## src/rtl/clk_tick_pkg.sv

```systemverilog
// Shared constants and helpers for the cascaded clock-enable divider chain.
package clk_tick_pkg;

  localparam int DEFAULT_DIV = 4;
  localparam int STAGES_MIN  = 1;
  localparam int STAGES_MAX  = 16;

  function automatic int sel_w(input int stages);
    return (stages > 1) ? $clog2(stages) : 1;
  endfunction

  // Divisors 0 and 1 both mean pass-through.
  function automatic logic [31:0] eff_div(input logic [31:0] active);
    return (active < 32'd2) ? 32'd1 : active;
  endfunction

endpackage

```

## src/rtl/clk_tick_stage.sv

```systemverilog
// One divide-by-N stage: counter, shadowed divisor, carry out, tick and level.
module clk_tick_stage
  import clk_tick_pkg::*;
#(
  parameter int DIV_W       = 8,
  parameter int DEFAULT_DIV = clk_tick_pkg::DEFAULT_DIV
) (
  input  logic             clk,
  input  logic             rst,
  input  logic             clear,
  input  logic             step,
  input  logic             wr,
  input  logic [DIV_W-1:0] wr_data,
  output logic             wrap,
  output logic             tick,
  output logic             level,
  output logic             pending
);

  localparam logic [DIV_W-1:0] DEF = DIV_W'(DEFAULT_DIV);

  logic [DIV_W-1:0] cnt;
  logic [DIV_W-1:0] active;
  logic [DIV_W-1:0] pending_div;
  logic [DIV_W-1:0] d;
  logic [DIV_W-1:0] term;

  assign d    = DIV_W'(eff_div(32'(active)));
  assign term = d - DIV_W'(1);
  assign wrap = step && (cnt == term);

  always_ff @(posedge clk or posedge rst) begin
    if (rst) begin
      cnt         <= '0;
      active      <= DEF;
      pending_div <= DEF;
      pending     <= 1'b0;
      tick        <= 1'b0;
      level       <= 1'b0;
    end else if (clear) begin
      cnt     <= '0;
      active  <= pending_div;
      pending <= 1'b0;
      tick    <= 1'b0;
      level   <= 1'b0;
    end else begin
      tick <= wrap;
      if (wrap) level <= ~level;
      if (step) cnt <= wrap ? '0 : cnt + DIV_W'(1);
      // Swap only at a wrap so a count in progress is never cut short.
      if (wrap && pending) begin
        active  <= pending_div;
        pending <= 1'b0;
      end
      // A write landing on the wrap cycle re-arms for the following wrap.
      if (wr) begin
        pending_div <= wr_data;
        pending     <= 1'b1;
      end
    end
  end

endmodule

```

## src/rtl/clk_tick_chain.sv

```systemverilog
// Prescaler feeding STAGES cascaded divide-by-N clock-enable stages.
module clk_tick_chain
  import clk_tick_pkg::*;
#(
  parameter int STAGES      = 7,
  parameter int DIV_W       = 8,
  parameter int PRESCALE_W  = 19,
  parameter int DEFAULT_DIV = clk_tick_pkg::DEFAULT_DIV,
  localparam int SEL_W      = sel_w(STAGES)
) (
  input  logic                  clk,
  input  logic                  rst,
  input  logic                  en,
  input  logic                  clear,
  input  logic [PRESCALE_W-1:0] prescale_div,
  input  logic                  div_wr,
  input  logic [SEL_W-1:0]      div_sel,
  input  logic [DIV_W-1:0]      div_data,
  output logic [STAGES-1:0]     tick,
  output logic [STAGES-1:0]     level,
  output logic [STAGES-1:0]     pending
);

  logic [PRESCALE_W-1:0] pcnt;
  logic [PRESCALE_W-1:0] plim;
  logic                  pterm;
  logic [STAGES-1:0]     wrap;

  // >= rather than == so a live shrink of prescale_div cannot overrun.
  assign plim  = (prescale_div == '0) ? '0 : prescale_div - PRESCALE_W'(1);
  assign pterm = en && (pcnt >= plim);

  always_ff @(posedge clk or posedge rst) begin
    if (rst)        pcnt <= '0;
    else if (clear) pcnt <= '0;
    else if (pterm) pcnt <= '0;
    else if (en)    pcnt <= pcnt + PRESCALE_W'(1);
  end

  for (genvar i = 0; i < STAGES; i++) begin : g_stage
    logic step;
    logic wr;

    if (i == 0) begin : g_first
      assign step = pterm;
    end else begin : g_next
      assign step = wrap[i-1];
    end

    assign wr = div_wr && !clear && (div_sel == SEL_W'(i));

    clk_tick_stage #(
      .DIV_W       (DIV_W),
      .DEFAULT_DIV (DEFAULT_DIV)
    ) u_stage (
      .clk     (clk),
      .rst     (rst),
      .clear   (clear),
      .step    (step),
      .wr      (wr),
      .wr_data (div_data),
      .wrap    (wrap[i]),
      .tick    (tick[i]),
      .level   (level[i]),
      .pending (pending[i])
    );
  end

endmodule

```

## config.mk

```make
export PLATFORM = sky130hd
export DESIGN_NAME = clk_tick_chain
export DESIGN_NICKNAME = d
export VERILOG_FILES = /design/src/rtl/clk_tick_pkg.sv /design/src/rtl/clk_tick_stage.sv /design/src/rtl/clk_tick_chain.sv
export SDC_FILE = /design/constraint.sdc
export NUM_CORES = 1
export LEC_CHECK = 0
export BUFFER_PORTS_ARGS = -buffer_cell sky130_fd_sc_hd__buf_2
export CORE_MARGIN = 2
export CORE_UTILIZATION = 55
export DETAILED_ROUTE_END_ITERATION = 7
export PLACE_DENSITY = 0.82
export SETUP_SLACK_MARGIN = 0.4
export SLEW_MARGIN = 20
export SYNTH_ARGS = -nofsm -noshare
export SYNTH_HDL_FRONTEND = slang
export SYNTH_HIERARCHICAL = 1
export SYNTH_SLANG_ARGS = --single-unit
```

## constraint.sdc

```tcl
create_clock -name clk -period 6.89 [get_ports clk]
set_clock_uncertainty 0.15 [all_clocks]
set_input_delay 1.0335 -clock clk [delete_from_list [all_inputs] [get_ports clk]]
set_output_delay 1.0335 -clock clk [all_outputs]
set_load 0.02 [all_outputs]
```

==> results of run 1 <==
## layer usage
metal  vias to the layer above  routed length [µm]
met4                         0                 678
li1                       4246                   -
met2                       198               12100
met5                         -                   0
met1                      4411               12000
met3                        42                 985
## final cells by class
cell class / count / area, µm²
flip-flops and latches: 208 / 5220
fillers: 1527 / 7330
multi-input cells: 829 / 6430
repair buffers: 106 / 708
inverters: 56 / 210
well taps: 275 / 344
clock buffers: 29 / 628
clock inverters: 12 / 223
## worst paths after layout
kind	cells past startpoint	start	endpoint	slack (ns)
worst max register to register	25	g_stage[0].u_stage/active[2]	g_stage[6].u_stage/active[7]	1.91
worst max-delay path	31	prescale_div[9]	g_stage[6].u_stage/active[7]	0.68
min in group asynchronous	2	rst	g_stage[6].u_stage/active[7]	0.57
worst min-delay path	1	g_stage[6].u_stage/pending_div[0]	g_stage[6].u_stage/active[0]	0.35
worst min register to register	1	g_stage[6].u_stage/pending_div[0]	g_stage[6].u_stage/active[0]	0.35
max in group asynchronous	2	rst	pcnt[17]	5.47
## critical path, delay by kind of cell
family	cells	cell delay, ns
AO/OA/AOI/OAI	3	0.62
buffers and inverters	5	0.73
AND/OR/NAND/NOR	21	3.61
adder cells (fa/ha/maj)	1	0.13
multiplexers	1	0.30
## flip-flops by register name, summed over array words and instances, names as in the netlist
register                     count
g_stage.u_stage/level            7
g_stage.u_stage/pending_div     56
g_stage.u_stage/tick             7
g_stage.u_stage/active          56
g_stage.u_stage/cnt             56
g_stage.u_stage/pending          7
pcnt                            19
## stage by stage
step / cell area (µm²) / TNS, ns / power (mW)
detailed placement: 12900 / -5.80 / 2.33
global route: 13800 / 0 / 3.87
finish: 13800 / 0 / 3.70
CTS: 13700 / 0 / 3.72
global placement: 12900 / -1.40 / 2.29
floorplan: 12000 / -15.83 / 2.14
## what timing repair did
action                                 CTS  global route
setup endpoints to repair               19            26
resized for setup                        3             5
buffers inserted                         1             1
endpoints found under the hold margin    0             0
pin swaps                                1             2
## power breakdown
part	internal (mW)	switching [mW]	total, mW	leakage (nW)
clock	0.872	0.499	1.37	0.410
sequential	1.38	0.165	1.54	2.74
combinational	0.378	0.414	0.792	2.95
total	2.63	1.08	3.70	6.10
==> out/metrics.yaml, run 1 <==
setup_violations: 0
cts_tree: "built"
syn_inst: 1120
die-area_um2: 22700
cp_slowest_cell: "or4_4"
arrival_ns: 6.45
viasPerCell: 5.87
syn_area_um2: 11800
fin_cells: 1515
dieWidth_um: 151
initial_core_util_pct: 56.1
maxCapViolations: 0
rsz0062_at_grt: "no"
met3_usage_pct: 2.55
startpoint_type: "input pin"
coreArea_um2: 21100
grt_use_met1_pct: 32.5
grt_overflow_total: 0
clockBufferDepth: 3
fin_ws_ns: 0.680
cts.sinks: 208
wire_per_inst_um: 17.0
dr.first_iter.drc_count: 527
dpl_worst_slack_ns: -0.376
drc: 0
core.rowCount: 53
cts-root-buf: "clkbuf_16"
final_cell_mix: "dfrtp_1, nor2_1, mux2_2"
fin_crit_sh_pct: 90.1
met2_usage_pct: 37.4
fin_crit_ns: 6.21
ant_nets: 0
worst_slew_margin_rel_pct: 36.0
p_leak_nw: 6.10
tightest_slew_ns: 0.954
cp.required_ns: 7.13
status: "complete, no violations"
grt_usage_pct: 22.9
post-route-util_pct: 65.3
final_common_cell: "dfrtp_1"
critical-path-max-stage-delay_ns: 0.53
synth_nets: 1190
cpMostUsedCell: "nand4_4"
routabilityCongestion: 0.846
fmax_mhz: 161
area_growth_pct: 16.4
ios: 56
worst-setup-path-type: "input pin to register"
cts_made_buffers: 23
num_antenna_cells: 0
syn_avg_cell_area_um2: 10.6
timing_hold_violations_final: 0
slew_violations: 0
grt-busiest-layer: "met2"
grt_max_degree: 55
portBuffers: 55
endpoint_kind: "register"
irDropWorstVdd_v: 0.000200
holdWs_ns: 0.351
drt-total-wl_mm: 25.7
htree_levels: 1
cts_hold_buffers: 0
placed_cells: 1472
pwr_density_cell_nw_per_um2: 269
vias: 8897
antenna_found_initial: 0
clk_latency_ns: 0.51
fp.dieH_um: 151
cp_max_fo: 16
min_path_type: "register to register"
grt_pass1_wl_mm: 42.6
drt_first_pass_iters: 4
fin_nets: 1294
dp_hpwl_mm: 17.7
drive_gt1_share_pct: 28.7
grt_pass1_vias: 8635
clkTransAtPathRegs_ns: 0.06
yosysWarnings: 6
No activity file was read; power rests on OpenSTA's default activity.
==> run 2, diff against run 1 <==
Settings changed: SYNTH_HIERARCHICAL 1 to default.
==> run 2 against run 1 <==
  * Synthesized cell count grew 6.3%
  * Sequential cell count is the same
  * Design area decreased by 4.3%
  * Die area is 0.78% higher
  * Largest power group unchanged
  * Sequential power increased by 3%
  * Register-to-register slack improved by 0.08 ns
  * Area after synthesis increased by 0.80%
  * Non-clock buffer count decreased by 33
  * Worst setup slack better by 0.17 ns
  * Count of clock-buffer cells in the layout up 2
  * Combinational power decreased by 5.6%
==> out/metrics.yaml, run 2 <==
syn_inst: 1191  # was 1120
endpoint_kind: "register"  # unchanged
ios: 56  # unchanged
synth_area_leaders: "dfrtp_1, mux2_2, ha_1"
synth_flop_cell: "dfrtp_1"
cp.required_ns: 7.16  # was 7.13 ns
dp_hpwl_mm: 19.1  # was 17.7 mm
min_path_type: "register to register"  # unchanged
fin_cells: 1524  # was 1515
dr.first_iter.drc_count: 739  # was 527
p_switching_mw: 1.06  # was 1.08 mW
fin_crit_ns: 6.04  # was 6.21 ns
wl_met1_mm: 12.1  # was 12.0 mm
fin_nets: 1303  # was 1294
cts-root-buf: "clkbuf_16"  # unchanged
fin_ws_ns: 0.850  # was 0.680 ns
antenna_found_initial: 0  # unchanged
grt_usage_pct: 24.7  # was 22.9%
grt_pass1_wl_mm: 45.3  # was 42.6 mm
num_antenna_cells: 0  # unchanged
worst_slew_margin_rel_pct: 33.2  # was 36.0%
startpoint_type: "input pin"  # unchanged
dieWidth_um: 151  # about the same
rsz0062_at_grt: "no"  # unchanged
clockPowerShare_pct: 35.2  # was 37.0%
drc: 0  # unchanged
min_path_cells: 1  # unchanged
cts_made_buffers: 23  # unchanged
final_cell_mix: "dfrtp_1, mux2_2, nor2_1"  # was dfrtp_1, nor2_1, mux2_2
cts.sinks: 208  # unchanged
drt_first_pass_iters: 5  # was 4
area_growth_pct: 10.5  # was 16.4%
synth_top_area_share_pct: 40.7
drive_gt1_share_pct: 20.7  # was 28.7%
holdWs_ns: 0.346  # was 0.351 ns
tightest_slew_ns: 1.00  # was 0.954 ns
wire_per_inst_um: 18.4  # was 17.0 µm
post_cts_buffers: 0  # was 1
ys_types: 79
p_total_mw: 3.61  # was 3.70 mW
top_layer_used: "met4"  # unchanged
yosysWarnings: 0  # was 6
clkTransAtPathRegs_ns: 0.06  # about the same
maxCapViolations: 0  # unchanged
arrival_ns: 6.31  # was 6.45 ns
syn_area_um2: 11900  # was 11800 µm²
internal-power_mw: 2.55  # was 2.63 mW
pwr_density_cell_nw_per_um2: 274  # was 269 nW/µm²
yosys.area.top_type: "dfrtp_1"
cp_max_fo: 12  # was 16
grt_max_degree: 81  # was 55
vias: 9381  # was 8897
drt-total-wl_mm: 28.0  # was 25.7 mm
fin_crit_sh_pct: 87.7  # was 90.1%
synth.most_common_cell: "dfrtp_1"
post-route-util_pct: 62.2  # was 65.3%
portBuffers: 55  # unchanged
clockBufferDepth: 3  # unchanged
dr_wl_met2_mm: 13.4  # was 12.1 mm
status: "complete, no violations"  # unchanged
seq_power_share_pct: 44.1  # was 41.6%
synth_common_cells: "dfrtp_1, mux2_2, nor2_1"
viasPerCell: 6.16  # was 5.87
routabilityCongestion: 0.910  # was 0.846
synth_edf_count: 0
worst-setup-path-type: "input pin to register"  # unchanged
timing_hold_violations_final: 0  # unchanged
wl_met3_mm: 1.85  # was 985 µm
final_common_cell: "dfrtp_1"  # unchanged
reg_top3: "g_stage.u_stage.active: 56 flops, g_stage.u_stage.cnt: 56 flops, g_stage.u_stage.pending_div: 56 flops"  # was g_stage.u_stage/active: 56 flops, g_stage.u_stage/cnt: 56 flops, g_stage.u_stage/pending_div: 56 flops
cts_hold_buffers: 0  # unchanged
fmax_mhz: 166  # was 161 MHz
setup_violations: 0  # unchanged
cts_tree: "built"  # unchanged
syn_avg_cell_area_um2: 10.0  # was 10.6 µm²
core.rowCount: 53  # unchanged
ff2ff_path_depth: 12  # was 25
placed_cells: 1482  # was 1472
p_sw_share_pct: 29.3  # was 29.1%
ant_nets: 0  # unchanged
finish.instance_area_um2: 13200  # was 13800 µm²
irDropWorstVdd_v: 0.000219  # was 0.000200 V
setup-tns-final_ns: 0  # unchanged
post_cts_resize_count: 0  # was 3
yosysSeqAreaShare_pct: 43.8
grt_pass1_vias: 9028  # was 8635
initial_core_util_pct: 56.3  # was 56.1%
grt_overflow_total: 0  # unchanged
fp.dieH_um: 151  # about the same
dpl_worst_slack_ns: 0.503  # was -0.376 ns
htree_levels: 1  # unchanged
slew_violations: 0  # unchanged
clk_latency_ns: 0.51  # about the same
p_leak_nw: 5.72  # was 6.10 nW
die-area_um2: 22900  # was 22700 µm²
synth-seq-cells: 208
async_flop_share_pct: 100
p_comb_share_pct: 20.7  # was 21.4%
synth_nets: 1261  # was 1190
place_area_um2: 12400  # was 12900 µm²
coreArea_um2: 21200  # was 21100 µm²
[run 2: path summary, 6_finish.rpt]
check	startpoint	endpoint	slack, ns
worst max-delay path	prescale_div[7]	g_stage[2].u_stage.cnt[6]	0.85
worst min-delay path	g_stage[1].u_stage.pending_div[1]	g_stage[1].u_stage.active[1]	0.35
worst max register to register	g_stage[2].u_stage.active[4]	g_stage[5].u_stage.active[1]	1.99
worst min register to register	g_stage[1].u_stage.pending_div[1]	g_stage[1].u_stage.active[1]	0.35
max in group asynchronous	rst	g_stage[6].u_stage.cnt[4]	4.84
min in group asynchronous	rst	g_stage[1].u_stage.cnt[7]	0.40
[run 2: metal layers]
metal	GRT usage [%]	up-vias
li1	-	4374
met1	33.6	4646
met2	40.9	305
met3	3.61	56
met4	8.08	0
met5	0	-
[run 2: logic make-up after synthesis]
group	share of synthesized area, %
flip-flops	43.8
AND/OR/NAND/NOR	19.8
adder cells (fa/ha/maj)	3.67
AO/OA/AOI/OAI	11.0
buffers and inverters	3.56
XOR/XNOR	6.91
multiplexers	11.3
[run 2: cell type report]
| type | instances | area (µm²) |
|---|---|---|
| flip-flops and latches | 208 | 5220 |
| clock inverters | 10 | 134 |
| repair buffers | 73 | 423 |
| clock buffers | 31 | 646 |
| inverters | 32 | 124 |
| multi-input cells | 895 | 6270 |
| fillers | 1633 | 7990 |
| well taps | 275 | 344 |
[run 2: power groups by stage]
stage               Sequential (mW)  Clock [mW]  Combinational [mW]
finish                         1.59        1.27               0.748
global route                   1.62        1.34               0.827
CTS                            1.59        1.28               0.745
detailed placement             1.61           0               0.732
global placement               1.59           0               0.698
floorplan                      1.54           0               0.612
[run 2: worst max-delay path: stages]
cell	delay, ns
buf_2	0.12
or4_1	0.56
or3_1	0.40
or3_1	0.40
nor4_1	0.26
xor2_1	0.19
nand2_1	0.07
ha_1	0.28
nand4_1	0.13
or4_1	0.57
o211a_1	0.34
or4b_1	0.62
buf_4	0.23
nor3_1	0.69
nand2_1	0.17
a21oi_1	0.23
